===== src/rtl/crctab_gen_pkg.sv =====
// ---------------------------------------------------------------------------
// crctab_pkg : shared types and constants for the CRC table writer
// Rev 1.0
// ---------------------------------------------------------------------------
`default_nettype none

package crctab_pkg;

  typedef enum logic [2:0] {
    IDLE  = 3'd0,
    LOAD  = 3'd1,
    CALC  = 3'd2,
    WRITE = 3'd3,
    FIN   = 3'd4
  } state_e;

  localparam logic [31:0] CRC32_POLY_REFL = 32'hEDB88320;
  localparam logic [31:0] CRC32_POLY_NORM = 32'h04C11DB7;
  localparam int          CRCTAB_DEPTH    = 256;
  localparam int          CRCTAB_AW       = 8;

endpackage

`default_nettype wire


===== src/rtl/crctab_gen_step.sv =====
// ---------------------------------------------------------------------------
// crctab_step : combinational multi-step advance of a 32-bit Galois LFSR
// Rev 1.0
// ---------------------------------------------------------------------------
`default_nettype none

module crctab_step
  import crctab_pkg::*;
#(
  parameter logic [31:0] POLY    = CRC32_POLY_REFL,
  parameter bit          REFLECT = 1'b1,
  parameter int          STEPS   = 1
) (
  input  logic [31:0] lfsr_in,
  output logic [31:0] lfsr_out
);

  generate
    if (REFLECT) begin : g_refl
      always_comb begin
        lfsr_out = lfsr_in;
        for (int n = 0; n < STEPS; n++) begin
          lfsr_out = (lfsr_out >> 1) ^ (lfsr_out[0] ? POLY : 32'h0);
        end
      end
    end else begin : g_norm
      always_comb begin
        lfsr_out = lfsr_in;
        for (int n = 0; n < STEPS; n++) begin
          lfsr_out = (lfsr_out << 1) ^ (lfsr_out[31] ? POLY : 32'h0);
        end
      end
    end
  endgenerate

endmodule

`default_nettype wire


===== src/rtl/crctab_gen.sv =====
// ---------------------------------------------------------------------------
// crctab_gen : computes the 256-entry CRC table and streams it to a RAM port.
// Optional signature register enabled by defining CRCTAB_GEN_SIG_EN.
// Rev 1.0
// ---------------------------------------------------------------------------
`default_nettype none

module crctab_gen
  import crctab_pkg::*;
#(
  parameter logic [31:0] POLY         = CRC32_POLY_REFL,
  parameter bit          REFLECT      = 1'b1,
  parameter int          EV_BYTES     = 1,
  parameter int          BITS_PER_CLK = 1
) (
  input  logic                 clk,
  input  logic                 rst,
  input  logic                 start,
  output logic                 busy,
  output logic                 done,
  output logic                 wr_valid,
  input  logic                 wr_ready,
  output logic [CRCTAB_AW-1:0] wr_addr,
  output logic [31:0]          wr_data,
  output logic [31:0]          sig
);

  localparam int                   CALC_CYCLES = (8 * EV_BYTES) / BITS_PER_CLK;
  localparam logic [6:0]           CALC_LAST   = 7'(CALC_CYCLES - 1);
  localparam logic [CRCTAB_AW-1:0] IDX_LAST    = CRCTAB_AW'(CRCTAB_DEPTH - 1);

  state_e               state_q, state_d;
  logic [CRCTAB_AW-1:0] idx_q, idx_d;
  logic [31:0]          lfsr_q, lfsr_d, lfsr_step;
  logic [6:0]           step_cnt_q, step_cnt_d;
  logic                 busy_q, busy_d;
  logic                 done_q, done_d;
  logic                 wr_valid_q, wr_valid_d;
  logic [CRCTAB_AW-1:0] wr_addr_q, wr_addr_d;
  logic [31:0]          wr_data_q, wr_data_d;

  crctab_step #(
    .POLY    (POLY),
    .REFLECT (REFLECT),
    .STEPS   (BITS_PER_CLK)
  ) u_step (
    .lfsr_in  (lfsr_q),
    .lfsr_out (lfsr_step)
  );

  always_comb begin
    state_d    = state_q;
    idx_d      = idx_q;
    lfsr_d     = lfsr_q;
    step_cnt_d = step_cnt_q;
    busy_d     = busy_q;
    done_d     = done_q;
    wr_valid_d = wr_valid_q;
    wr_addr_d  = wr_addr_q;
    wr_data_d  = wr_data_q;
    case (state_q)
      IDLE: begin
        if (start) begin
          state_d = LOAD;
          idx_d   = '0;
          busy_d  = 1'b1;
        end
      end
      LOAD: begin
        lfsr_d     = REFLECT ? {24'h0, idx_q} : {idx_q, 24'h0};
        step_cnt_d = '0;
        state_d    = CALC;
      end
      CALC: begin
        lfsr_d     = lfsr_step;
        step_cnt_d = step_cnt_q + 7'd1;
        // Present the finished entry straight from the step network.
        if (step_cnt_q == CALC_LAST) begin
          state_d    = WRITE;
          wr_valid_d = 1'b1;
          wr_addr_d  = idx_q;
          wr_data_d  = lfsr_step;
        end
      end
      WRITE: begin
        if (wr_ready) begin
          wr_valid_d = 1'b0;
          if (idx_q == IDX_LAST) begin
            state_d = FIN;
            busy_d  = 1'b0;
            done_d  = 1'b1;
          end else begin
            idx_d   = idx_q + 1'b1;
            state_d = LOAD;
          end
        end
      end
      FIN: begin
        done_d  = 1'b0;
        state_d = IDLE;
      end
      default: state_d = IDLE;
    endcase
  end

  always_ff @(posedge clk or posedge rst) begin
    if (rst) begin
      state_q    <= IDLE;
      idx_q      <= '0;
      lfsr_q     <= '0;
      step_cnt_q <= '0;
      busy_q     <= 1'b0;
      done_q     <= 1'b0;
      wr_valid_q <= 1'b0;
      wr_addr_q  <= '0;
      wr_data_q  <= '0;
    end else begin
      state_q    <= state_d;
      idx_q      <= idx_d;
      lfsr_q     <= lfsr_d;
      step_cnt_q <= step_cnt_d;
      busy_q     <= busy_d;
      done_q     <= done_d;
      wr_valid_q <= wr_valid_d;
      wr_addr_q  <= wr_addr_d;
      wr_data_q  <= wr_data_d;
    end
  end

  assign busy     = busy_q;
  assign done     = done_q;
  assign wr_valid = wr_valid_q;
  assign wr_addr  = wr_addr_q;
  assign wr_data  = wr_data_q;

`ifdef CRCTAB_GEN_SIG_EN
  logic [31:0] sig_q, sig_d;

  always_comb begin
    sig_d = sig_q;
    if (state_q == LOAD && idx_q == '0) begin
      sig_d = '0;
    end else if (state_q == WRITE && wr_ready) begin
      sig_d = sig_q ^ wr_data_q;
    end
  end

  always_ff @(posedge clk or posedge rst) begin
    if (rst) begin
      sig_q <= '0;
    end else begin
      sig_q <= sig_d;
    end
  end

  assign sig = sig_q;
`else
  assign sig = 32'h0;
`endif

endmodule

`default_nettype wire


===== config.mk =====
export PLATFORM = sky130hd
export DESIGN_NAME = crctab_gen
export DESIGN_NICKNAME = d
export VERILOG_FILES = /design/src/rtl/crctab_gen_pkg.sv /design/src/rtl/crctab_gen_step.sv /design/src/rtl/crctab_gen.sv
export SDC_FILE = /design/constraint.sdc
export NUM_CORES = 1
export LEC_CHECK = 0
export CORE_ASPECT_RATIO = 1.1
export CORE_MARGIN = 2
export CORE_UTILIZATION = 56
export DETAILED_ROUTE_END_ITERATION = 8
export GPL_ROUTABILITY_DRIVEN = 1
export PLACE_DENSITY = 0.92
export SETUP_SLACK_MARGIN = 0.4
export SLEW_MARGIN = 20
export SYNTH_ARGS = -nofsm -noshare
export SYNTH_HDL_FRONTEND = slang
export SYNTH_SLANG_ARGS = --single-unit

===== constraint.sdc =====
create_clock -name clk -period 4.6 [get_ports clk]
set_clock_uncertainty 0.1 [all_clocks]
set_input_delay 0.92 -clock clk [delete_from_list [all_inputs] [get_ports clk]]
set_output_delay 0.92 -clock clk [all_outputs]
set_load 0.02 [all_outputs]

==> results.txt <==
The post-synthesis sequential area ratio is 56.6%. The netlist area before placement came out at approximately 4000 um2. The total of fill cells in the finished design is 519. The via count came out at ~2,600. The share of flip-flops with an asynchronous set or reset is 100%.

The achievable frequency is 0.352 GHz. The number of buffers added on ports is 46. The final count of pins violating max slew came out at 0. The cell row count came out at 32. The most common cell in the synthesized netlist is sky130_fd_sc_hd__dfrtp_1. The power per cell area is 653 nW/um2. The cts-stage hold buffer count is 0. The simple-gate area share of the yosys netlist is under 10%.

The die covers 8050 um2. The tree is rooted in a sky130_fd_sc_hd__clkbuf_8. The XOR/XNOR share of the synthesized area is 3.19%. The sum of net half-perimeters after detailed placement came out at 4900 um. The flow ran to the end, but the final reports show violations. The clock passes through at most 2 buffers.

The element type at the critical path end is a flip-flop. By area the synthesized netlist is led by sky130_fd_sc_hd__dfrtp_1 (57%), sky130_fd_sc_hd__mux2_2 (9.9%), sky130_fd_sc_hd__buf_4 (6.0%). The detailed-router iteration count before antenna repair is 6. During synthesis, Yosys emitted a total of 0 warnings. The number of top-level design ports is 79. The checks that failed: DRC. The clock period minus worst slack is 2.84 ns. At the worst endpoint, the required time is 4.73 ns.

The multiplexer share of the synthesized area came out at 11.8%. The maximum number of pins on one net before global-route repair came out at 48. The number of gates resized after CTS was 0.

The area fraction of the dominant cell type after synthesis came out at a little under three fifths. In this run the horizontal extent of the chip is 85.7 um. The clock latency of the later-clocked register in the worst-skew pair came out at 0.36 ns. The via-per-instance ratio came out at 5.56. The setup path with the least slack is of type primary input to flip-flop. The largest driver fanout on the critical path came out at 7. The clock-pin slew on the worst setup and hold paths came out at ~0.090 ns. The count of inserted antenna diode cells is 0. After detailed routing, the number of remaining DRC violations is 8. The tree built by TritonCTS fans out to 93 sinks.

The final layout contains routed wiring with a total length of 7240 um. The post-synthesis area per instance came out at 12.2 um2. Setup violations remaining at the end of the flow were counted as 0. CTS built an H-tree with a depth of 3.

The leakage power summed over all cells came out at ~2.3 nW. The total track usage is 19.4%. In this run the vertical extent of the chip is 93.9 um. The post-synthesis register bit count is 93. The first global-routing pass estimated 12,200 um of wire. Summing the areas of all compound-gate instances in the mapped netlist gives 11.2% of the synthesized area. TritonCTS built the clock tree. The via count of the first global-routing pass was 2,563. The number of buffers created by CTS came out at 9.

In this run the post-CTS setup repair buffer count came out at 0. The area growth from synthesis to layout came out at 14.4%. After the flow finishes, the layout carries non-filler instances totaling 472.

The total global routing overflow is 0. In the final routed layout, each cell accounts on average for about 15 um. The initial antenna violation count is 0. In this run the remaining antenna-violating nets after routing total 0. After synthesis, the largest family of logic cells by area is multiplexers. Once the floorplan was initialized, standard cells occupied 58.1% of the core. Counting flops with a built-in enable in the synthesized netlist gives 0.

Across the run, the number of max-cap violations was 0. Sorting the synthesized cells by how often they occur yields sky130_fd_sc_hd__dfrtp_1 (93), sky130_fd_sc_hd__mux2_2 (36), sky130_fd_sc_hd__buf_4 (33). For the pin with the worst max-slew slack, the measured transition is a little over 0.8 ns. After routing, the total negative slack on setup checks comes to 0 ns.

STA classifies the critical path startpoint as a primary input. In the synthesized netlist the dominant register cell turns out to be sky130_fd_sc_hd__dfrtp_1. The number of nets in the final layout is 388. The number of failing hold endpoints at the final stage came to 0. The largest voltage drop on the vdd net came out at 370 uV.

The distinct cell type count after synthesis came out at 41. The region available for standard cell placement spans 7090 um2. The first routing iteration left around 230 violations. The number of standard cells after synthesis came out at 338. At the worst endpoint, the arrival time is approximately 3.0 ns. Of all cell types, the one taking the most synthesized area is sky130_fd_sc_hd__dfrtp_1. After detailed placement, the design holds a cell count of 456. The path class of the tightest hold or removal check is flip-flop to flip-flop. The adder-cell area share of the yosys netlist is 0.608%. The period utilization is 61.7%.

The congestion estimate from routability-driven global placement came to 0.775. Setup repair after global routing left no endpoint under its margin. The layout cell share with drive strength beyond 1 is 16.3%. The relative slew slack came out at 45.0%.
==> worst max-delay path, stage by stage <==
cell	delay, ns
sky130_fd_sc_hd__clkdlybuf4s50_1	0.44
sky130_fd_sc_hd__nor4b_1	0.66
sky130_fd_sc_hd__mux2_2	0.29
sky130_fd_sc_hd__o21ai_1	0.21
sky130_fd_sc_hd__a221o_1	0.44
==> registers in the layout (all words and copies together), names as in the netlist, 3 cells and up <==
register / count
wr_addr: 8
idx_q: 8
step_cnt_q: 7
state_q: 3
lfsr_q: 32
wr_data: 32
==> routing by layer <==
layer,global-route usage [%],up-vias,wire (um)
met4,6.08,0,57
met2,32.4,59,3850
li1,-,1215,-
met5,0,-,0
met3,5.01,6,257
met1,24.9,1342,3070
==> through the flow <==
| stage | worst slack (ns) | instance area [um2] | utilization [%] | power [mW] | hold slack [ns] |
|---|---|---|---|---|---|
| after floorplan | 1.16 | 4230 | - | 2.13 | 0.342 |
| after global placement | 1.52 | 4510 | 63.6 | 2.48 | 0.363 |
| after detailed placement | 1.42 | 4510 | 63.6 | 2.54 | 0.379 |
| after CTS | 1.77 | 4710 | 66.5 | 3.10 | 0.399 |
| after global routing | 1.64 | 4710 | 66.5 | 3.27 | 0.411 |
| final | 1.76 | 4710 | 66.5 | 3.07 | 0.397 |
==> area by class of cell <==
cell class	instances	area, um2	area share, %
Sequential cell	93	2330	49.4
Multi-Input combinational cell	224	1560	33.1
Timing Repair Buffer	52	505	10.7
Clock buffer	9	124	2.63
Tap cell	85	106	2.26
Clock inverter	7	77.6	1.65
Inverter	2	8.76	0.186
==> final timing paths <==
path / from / to / slack [ns] / cells past startpoint
max: start / idx_q[2] / 1.76 / 5
min: step_cnt_q[6] / step_cnt_q[6] / 0.40 / 1
max reg2reg: state_q[0] / wr_data[28] / 2.02 / 4
min reg2reg: step_cnt_q[6] / step_cnt_q[6] / 0.40 / 1
max in group asynchronous: rst / lfsr_q[24] / 2.69 / 3
min in group asynchronous: rst / wr_data[10] / 0.86 / 2
==> power by group <==
| part | switching (mW) | leakage [nW] | internal [mW] | total, mW |
|---|---|---|---|---|
| Combinational | 0.646 | 0.951 | 0.565 | 1.21 |
| Clock | 0.295 | 0.106 | 0.259 | 0.554 |
| Sequential | 0.222 | 1.24 | 1.09 | 1.31 |
==> layout by cell type, fill, tap and decap left out, types with 3 or more instances in the layout <==
cell / n
sky130_fd_sc_hd__mux2i_1: 7
sky130_fd_sc_hd__buf_4: 6
sky130_fd_sc_hd__conb_1: 32
sky130_fd_sc_hd__nor3_1: 4
sky130_fd_sc_hd__nand3_1: 4
sky130_fd_sc_hd__dfrtp_1: 93
sky130_fd_sc_hd__xnor2_1: 5
sky130_fd_sc_hd__mux2_2: 36
sky130_fd_sc_hd__inv_6: 3
sky130_fd_sc_hd__nand2_1: 23
sky130_fd_sc_hd__clkdlybuf4s50_1: 46
sky130_fd_sc_hd__clkbuf_8: 9
sky130_fd_sc_hd__nor2_1: 15
sky130_fd_sc_hd__a21oi_1: 7
sky130_fd_sc_hd__a22o_1: 24
sky130_fd_sc_hd__and3_1: 5
sky130_fd_sc_hd__clkinv_2: 3
sky130_fd_sc_hd__o21ai_0: 19
sky130_fd_sc_hd__a211o_1: 4
sky130_fd_sc_hd__xor2_1: 10
sky130_fd_sc_hd__a21o_1: 3
==> cell families after synthesis <==
logic type / after synthesis
other cells: 1
flops: 93
xor+xnor: 15
buf+inv: 52
simple gates: 66
fa+ha+maj: 2
mux: 44
compound gates: 65
No activity file was read; power rests on OpenSTA's default activity.
==> patch 1, RTL diff (config.mk and constraints unchanged) <==
The 5 states of `state_e` get a one-hot encoding in 5 bits.
--- a/src/rtl/crctab_gen_pkg.sv
+++ b/src/rtl/crctab_gen_pkg.sv
@@ -7,10 +7,10 @@
 package crctab_pkg;
 
-  typedef enum logic [2:0] {
-    IDLE  = 3'd0,
-    LOAD  = 3'd1,
-    CALC  = 3'd2,
-    WRITE = 3'd3,
-    FIN   = 3'd4
+  typedef enum logic [4:0] {
+    IDLE  = 5'b00001,
+    LOAD  = 5'b00010,
+    CALC  = 5'b00100,
+    WRITE = 5'b01000,
+    FIN   = 5'b10000
   } state_e;
 
Function: no difference found for any inputs over 10 cycles, from zero or initial values and one cycle with rst high; not proved beyond that.
==> patch 1 against the unedited design <==
First-iteration DRC count fell by 35%; worst setup slack improved by 0.17 ns; die area rose by 1.1%; highest routed layer unchanged; count of clock-buffer cells in the layout rose by 1; cell area rose by 0.88%; critical path depth did not move; area after synthesis rose by 1.2%; routed wire length rose by 13%; via count rose by 8.4%; critical path type is now reg -> reg; sequential cell count rose by 2.
Power is not compared: it rests on default switching activity, and its combinational part moved more than twofold at a synthesized area within 25%.
==> patch 1: results (changes against the unedited design) <==
- Initial DRC count: 150 (was 232)
- Worst Setup SP: state_q[1]$_DFFE_PP0P_ (was start)
- Cell variety after synth: 43 (was 41)
- Top cells by count, synth: 94 x dfrtp_1, 51 x nand2_1, 38 x o21ai_0 (was 93 x dfrtp_1, 36 x mux2_2, 33 x buf_4)
- HPWL after DPL: 5550 um (was 4900 um)
- Post-CTS sizing: 0 (unchanged)
- Fill cell instance count of the final layout: 546 (was 519)
- Total CTS buffers: 9 (unchanged)
- Seq/Total Area, Yosys: 57.1% (was 56.6%)
- GPL Wtd Cong: 0.881 (was 0.775)
- Total track usage: 21.3% (was 19.4%)
- Critical path endpoint: wr_data[11]$_DFFE_PP0P_ (was idx_q[2]$_DFFE_PP0P_)
- Detailed Route WL: 8160 um (was 7240 um)
- Critical Path AT: 2.80 ns (was 2.97 ns)
- First-pass GRT wire length: 13600 um (was 12200 um)
- Reg2Reg Depth: 5 (was 4)
- Via-per-instance ratio: 5.72 (was 5.56)
- Most area-consuming cells after synthesis: dfrtp_1 56%, mux2_2 7.3%, buf_4 5.8%, nand2_1 4.6%, o21ai_0 4.6% (was dfrtp_1 57%, mux2_2 9.9%, buf_4 6.0%, a22o_1 5.1%, o21ai_0 2.3%)
- Nets: 414 (was 388)
- Status: completed (was finished with violations)
- Share of cells above drive strength 1: 15.5% (was 16.3%)
- DR pass1 iterations: 4 (was 6)
- Synth Flop Type: dfrtp_1 (unchanged)
- FF-to-FF setup slack: 1.94 ns (was 2.02 ns)
- Crit path max fanout: 35 (was 7)
- Worst min path class: reg -> reg (unchanged)
- Slew @ Worst Pin: 0.801 ns (was 0.813 ns)
- Vias in the first global route: 2893 (was 2563)
- Clock tree root buffer cell: clkbuf_8 (unchanged)
- Largest net degree at the start of global routing: 55 (was 48)
- Worst r2r dst: wr_data[11]$_DFFE_PP0P_ (was wr_data[28]$_DFFE_PP0P_)
-- patch 1: cell types whose count changed after synthesis, sizes merged, moves of 7 or more --
cell   delta
nand2    +28
o21ai    +18
a22o     -11
mux2     -10
xor2     -10
nor2      -8
xnor2     +8
a22oi     +7
mux2i     -7
-- patch 1: cells by family (layout without fill, tap and decap cells) --
family	count (synthesis)	count (layout)	synth area share (%)
and+or+nand+nor	96	96	11.4
DFF	95	95	57.1
AOI/OAI and AO/OA	77	77	12.4
buffers and inverters	54	70	8.38
muxes	27	27	7.30
xor gates and xnor gates	13	13	2.73
adders and majority gates	2	2	0.601
other	1	32	0.0901
-- patch 1: per-layer routing --
metal	vias to the layer above	track usage [%]	wire (um)
li1	1296	-	-
met1	1448	27.1	3440
met2	92	36.9	4300
met3	7	3.32	325
met4	0	8.07	102
met5	-	0	0
-- patch 1: power groups by stage --
stage               clock (mW)  combinational (mW)  sequential, mW
CTS                      0.500               0.398            1.03
global route             0.527               0.455            1.05
floorplan                    0               0.356           0.999
detailed placement           0               0.396            1.05
global placement             0               0.375            1.04
finish                   0.487               0.405            1.04
-- patch 1: how the worst min path moves through the flow --
stage / to / start / slack [ns] / depth (start not counted)
CTS: wr_data[21]$_DFFE_PP0P_ / wr_data[21]$_DFFE_PP0P_ / 0.39 / 2
detailed placement: wr_data[21]$_DFFE_PP0P_ / wr_data[21]$_DFFE_PP0P_ / 0.37 / 2
floorplan: step_cnt_q[6]$_DFFE_PP0P_ / step_cnt_q[6]$_DFFE_PP0P_ / 0.36 / 1
global route: wr_data[21]$_DFFE_PP0P_ / wr_data[21]$_DFFE_PP0P_ / 0.42 / 2
global placement: wr_data[30]$_DFFE_PP0P_ / wr_data[30]$_DFFE_PP0P_ / 0.36 / 2
finish: wr_data[21]$_DFFE_PP0P_ / wr_data[21]$_DFFE_PP0P_ / 0.39 / 2
-- patch 1: area by class of cell --
class                      instances  area (um2)  area share [%]
clock buffer                      10         138            2.90
tap                               85         106            2.24
timing repair buffer              51         518            10.9
clock inverter                     5        33.8           0.711
sequential                        95        2380            50.1
inverter                           4        16.3           0.342
multi-input combinational        247        1560            32.8
-- patch 1: stage by stage --
step	std cells	power, mW	util [%]	worst slack, ns	instance area, um2
after detailed placement	480	1.45	63.7	1.68	4540
after floorplan	396	1.35	-	1.10	4280
after CTS	495	1.93	66.1	1.70	4710
after global placement	480	1.42	63.7	1.84	4540
after global routing	497	2.03	66.7	1.73	4750
final	497	1.93	66.7	1.94	4750
-- patch 1: worst max-delay path: stages, from the launching register on --
cell	delay (ns)
dfrtp_1	0.43
nor3_1	0.24
nand3b_1	0.53
or2_2	0.69
buf_12	0.25
mux2_2	0.29
==> patch 2, RTL diff (same flow settings) <==
Without the edit above. Add a define of `CRCTAB_GEN_SIG_EN`.
--- a/src/rtl/crctab_gen.sv
+++ b/src/rtl/crctab_gen.sv
@@ -5,4 +5,6 @@
 // ---------------------------------------------------------------------------
 `default_nettype none
+
+`define CRCTAB_GEN_SIG_EN
 
 module crctab_gen
Check against the original RTL: no difference found for any inputs over 10 cycles, from zero or initial values and one cycle with rst high; that may be too few to reach the edited logic, so the function may still have changed.
==> patch 2 against the unedited design <==
Area after synthesis rose by 28%; count of clock-buffer cells in the layout rose by 10; worst setup slack improved by 0.16 ns; sequential share of layout area fell by 2.6 points; first-iteration DRC count fell by 6.0%; power rose by 53%; critical path type unchanged; register-to-register slack improved by 0.04 ns; routed wire length rose by 64%; sequential cell count rose by 32; cell area rose by 42%.
==> patch 2: results (changes against the unedited design) <==
- Status: completed (was finished with violations)
- Met1 WL: 4820 um (was 3070 um)
- Met3 wire len: 585 um (was 257 um)
- Seq/Total Area, Yosys: 59.5% (was 56.6%)
- Worst-path clk slew: 0.06 ns (was 0.09 ns)
- WL per Instance: 18.0 um (was 15.3 um)
- CTS Buffer Depth: 2 (unchanged)
- DR pass1 iterations: 5 (was 6)
- Worst r2r dst: wr_data[22]$_DFFE_PP0P_ (was wr_data[28]$_DFFE_PP0P_)
- Worst Setup SP: wr_ready (was start)
- Psw: 1.71 mW (was 1.16 mW)
- Total track usage: 25.2% (was 19.4%)
- Antenna diodes: 0 (unchanged)
- Met2 WL: 6150 um (was 3850 um)
- Total CTS buffers: 17 (was 9)
- Initial DRC count: 218 (was 232)
- FF-to-FF setup slack: 2.06 ns (was 2.02 ns)
- P_comb: 1.60 mW (was 1.21 mW)
- Worst VDD drop: 0.000409 V (was 0.000370 V)
- HPWL after DPL: 7060 um (was 4900 um)
- Share of cells above drive strength 1: 12.0% (was 16.3%)
- Buffers on Ports: 78 (was 46)
- Top cells by count, synth: 125 x dfrtp_1, 69 x nand2_1, 46 x nor2_1 (was 93 x dfrtp_1, 36 x mux2_2, 33 x buf_4)
- GPL Wtd Cong: 0.808 (was 0.775)
- Most area-consuming cells after synthesis: dfrtp_1 59%, xor2_1 6.5%, nand2_1 4.9%, a22o_1 3.7%, mux2_1 3.6% (was dfrtp_1 57%, mux2_2 9.9%, buf_4 6.0%, a22o_1 5.1%, o21ai_0 2.3%)
- Largest net degree at the start of global routing: 126 (was 48)
- Grt met1 use: 31.1% (was 24.9%)
- M3 GR Usage: 7.29% (was 5.01%)
- Crit path max fanout: 19 (was 7)
- First-pass GRT wire length: 19400 um (was 12200 um)
- Max incr delay on CP: 0.73 ns (was 0.66 ns)
- CP delay by family, top: simple AND/OR/NAND/NOR gates (unchanged)
- CTS H-tree depth: 4 (was 3)
- Nets: 536 (was 388)
- Slowest cell on the critical path: and4b_1 (was nor4b_1)
- Vias in the first global route: 3929 (was 2563)
- Slew @ Worst Pin: 0.808 ns (was 0.813 ns)
- Cell variety after synth: 44 (was 41)
- Synth Flop Type: dfrtp_1 (unchanged)
- Clk Latency, worst-skew pair: 0.52 ns (was 0.36 ns)
- Overall via count from detail_route: 3816 (was 2622)
- Leakage Power: 3.15 nW (was 2.30 nW)
- Flop and latch count out of synthesis: 125 (was 93)
- GR Util met2: 41.6% (was 32.4%)
- Critical path endpoint: idx_q[6]$_DFFE_PP0P_ (was idx_q[2]$_DFFE_PP0P_)
- Sequential power share: 38.2% (was 42.6%)
- R2r startpoint: state_q[1]$_DFFE_PP0P_ (was state_q[0]$_DFFE_PP0P_)
- Placement Cell Area: 6100 um2 (was 4510 um2)
## patch 2: cell types whose count changed after synthesis, moves of 19 or more
cell and change:
nand2_1 +46, xor2_1 +29, dfrtp_1 +32, buf_4 -30, nor2_1 +31, mux2_2 -19
## patch 2: worst min-delay path, stage by stage (launching register included)
cell and delay [ns]:
dfrtp_1 0.35, nand2_1 0.05, nand2_1 0.05
## patch 2: metrics by stage
step	worst slack (ns)	std cells	power, mW	utilization [%]
finish	1.93	659	4.70	72.1
global route	1.83	659	4.94	72.1
CTS	1.72	659	4.71	72.1
detailed placement	1.42	627	3.36	65.8
global placement	1.59	627	3.27	65.8
floorplan	2.04	453	2.70	-
## patch 2: how the worst min path moves through the flow
stage                                         start                         to  slack, ns  cells past startpoint
after floorplan           step_cnt_q[6]$_DFFE_PP0P_  step_cnt_q[6]$_DFFE_PP0P_       0.36                      1
after global placement         wr_valid$_DFFE_PP0P_       wr_valid$_DFFE_PP0P_       0.37                      1
after detailed placement           done$_DFFE_PP0P_           done$_DFFE_PP0P_       0.37                      2
after CTS                          done$_DFFE_PP0P_           done$_DFFE_PP0P_       0.39                      2
after global routing           wr_valid$_DFFE_PP0P_       wr_valid$_DFFE_PP0P_       0.41                      1
final                              done$_DFFE_PP0P_           done$_DFFE_PP0P_       0.39                      2
## patch 2: cells by family after synthesis
group	after synthesis	synth area share [%]
AND/OR/NAND/NOR	149	12.8
flip-flops	125	59.5
AO/OA/AOI/OAI	65	9.01
XOR/XNOR	45	7.49
multiplexers	34	7.28
buffers and inverters	32	3.23
adder cells (fa/ha/maj)	3	0.714
## patch 2: area by class of cell
cell class              count  area [um2]
clock buffers              19         442
fillers                   619        2580
repair buffers             83         831
flip-flops and latches    125        3130
multi-input cells         296        1970
clock inverters            13         139
well taps                 117         146
inverters                   6        26.3
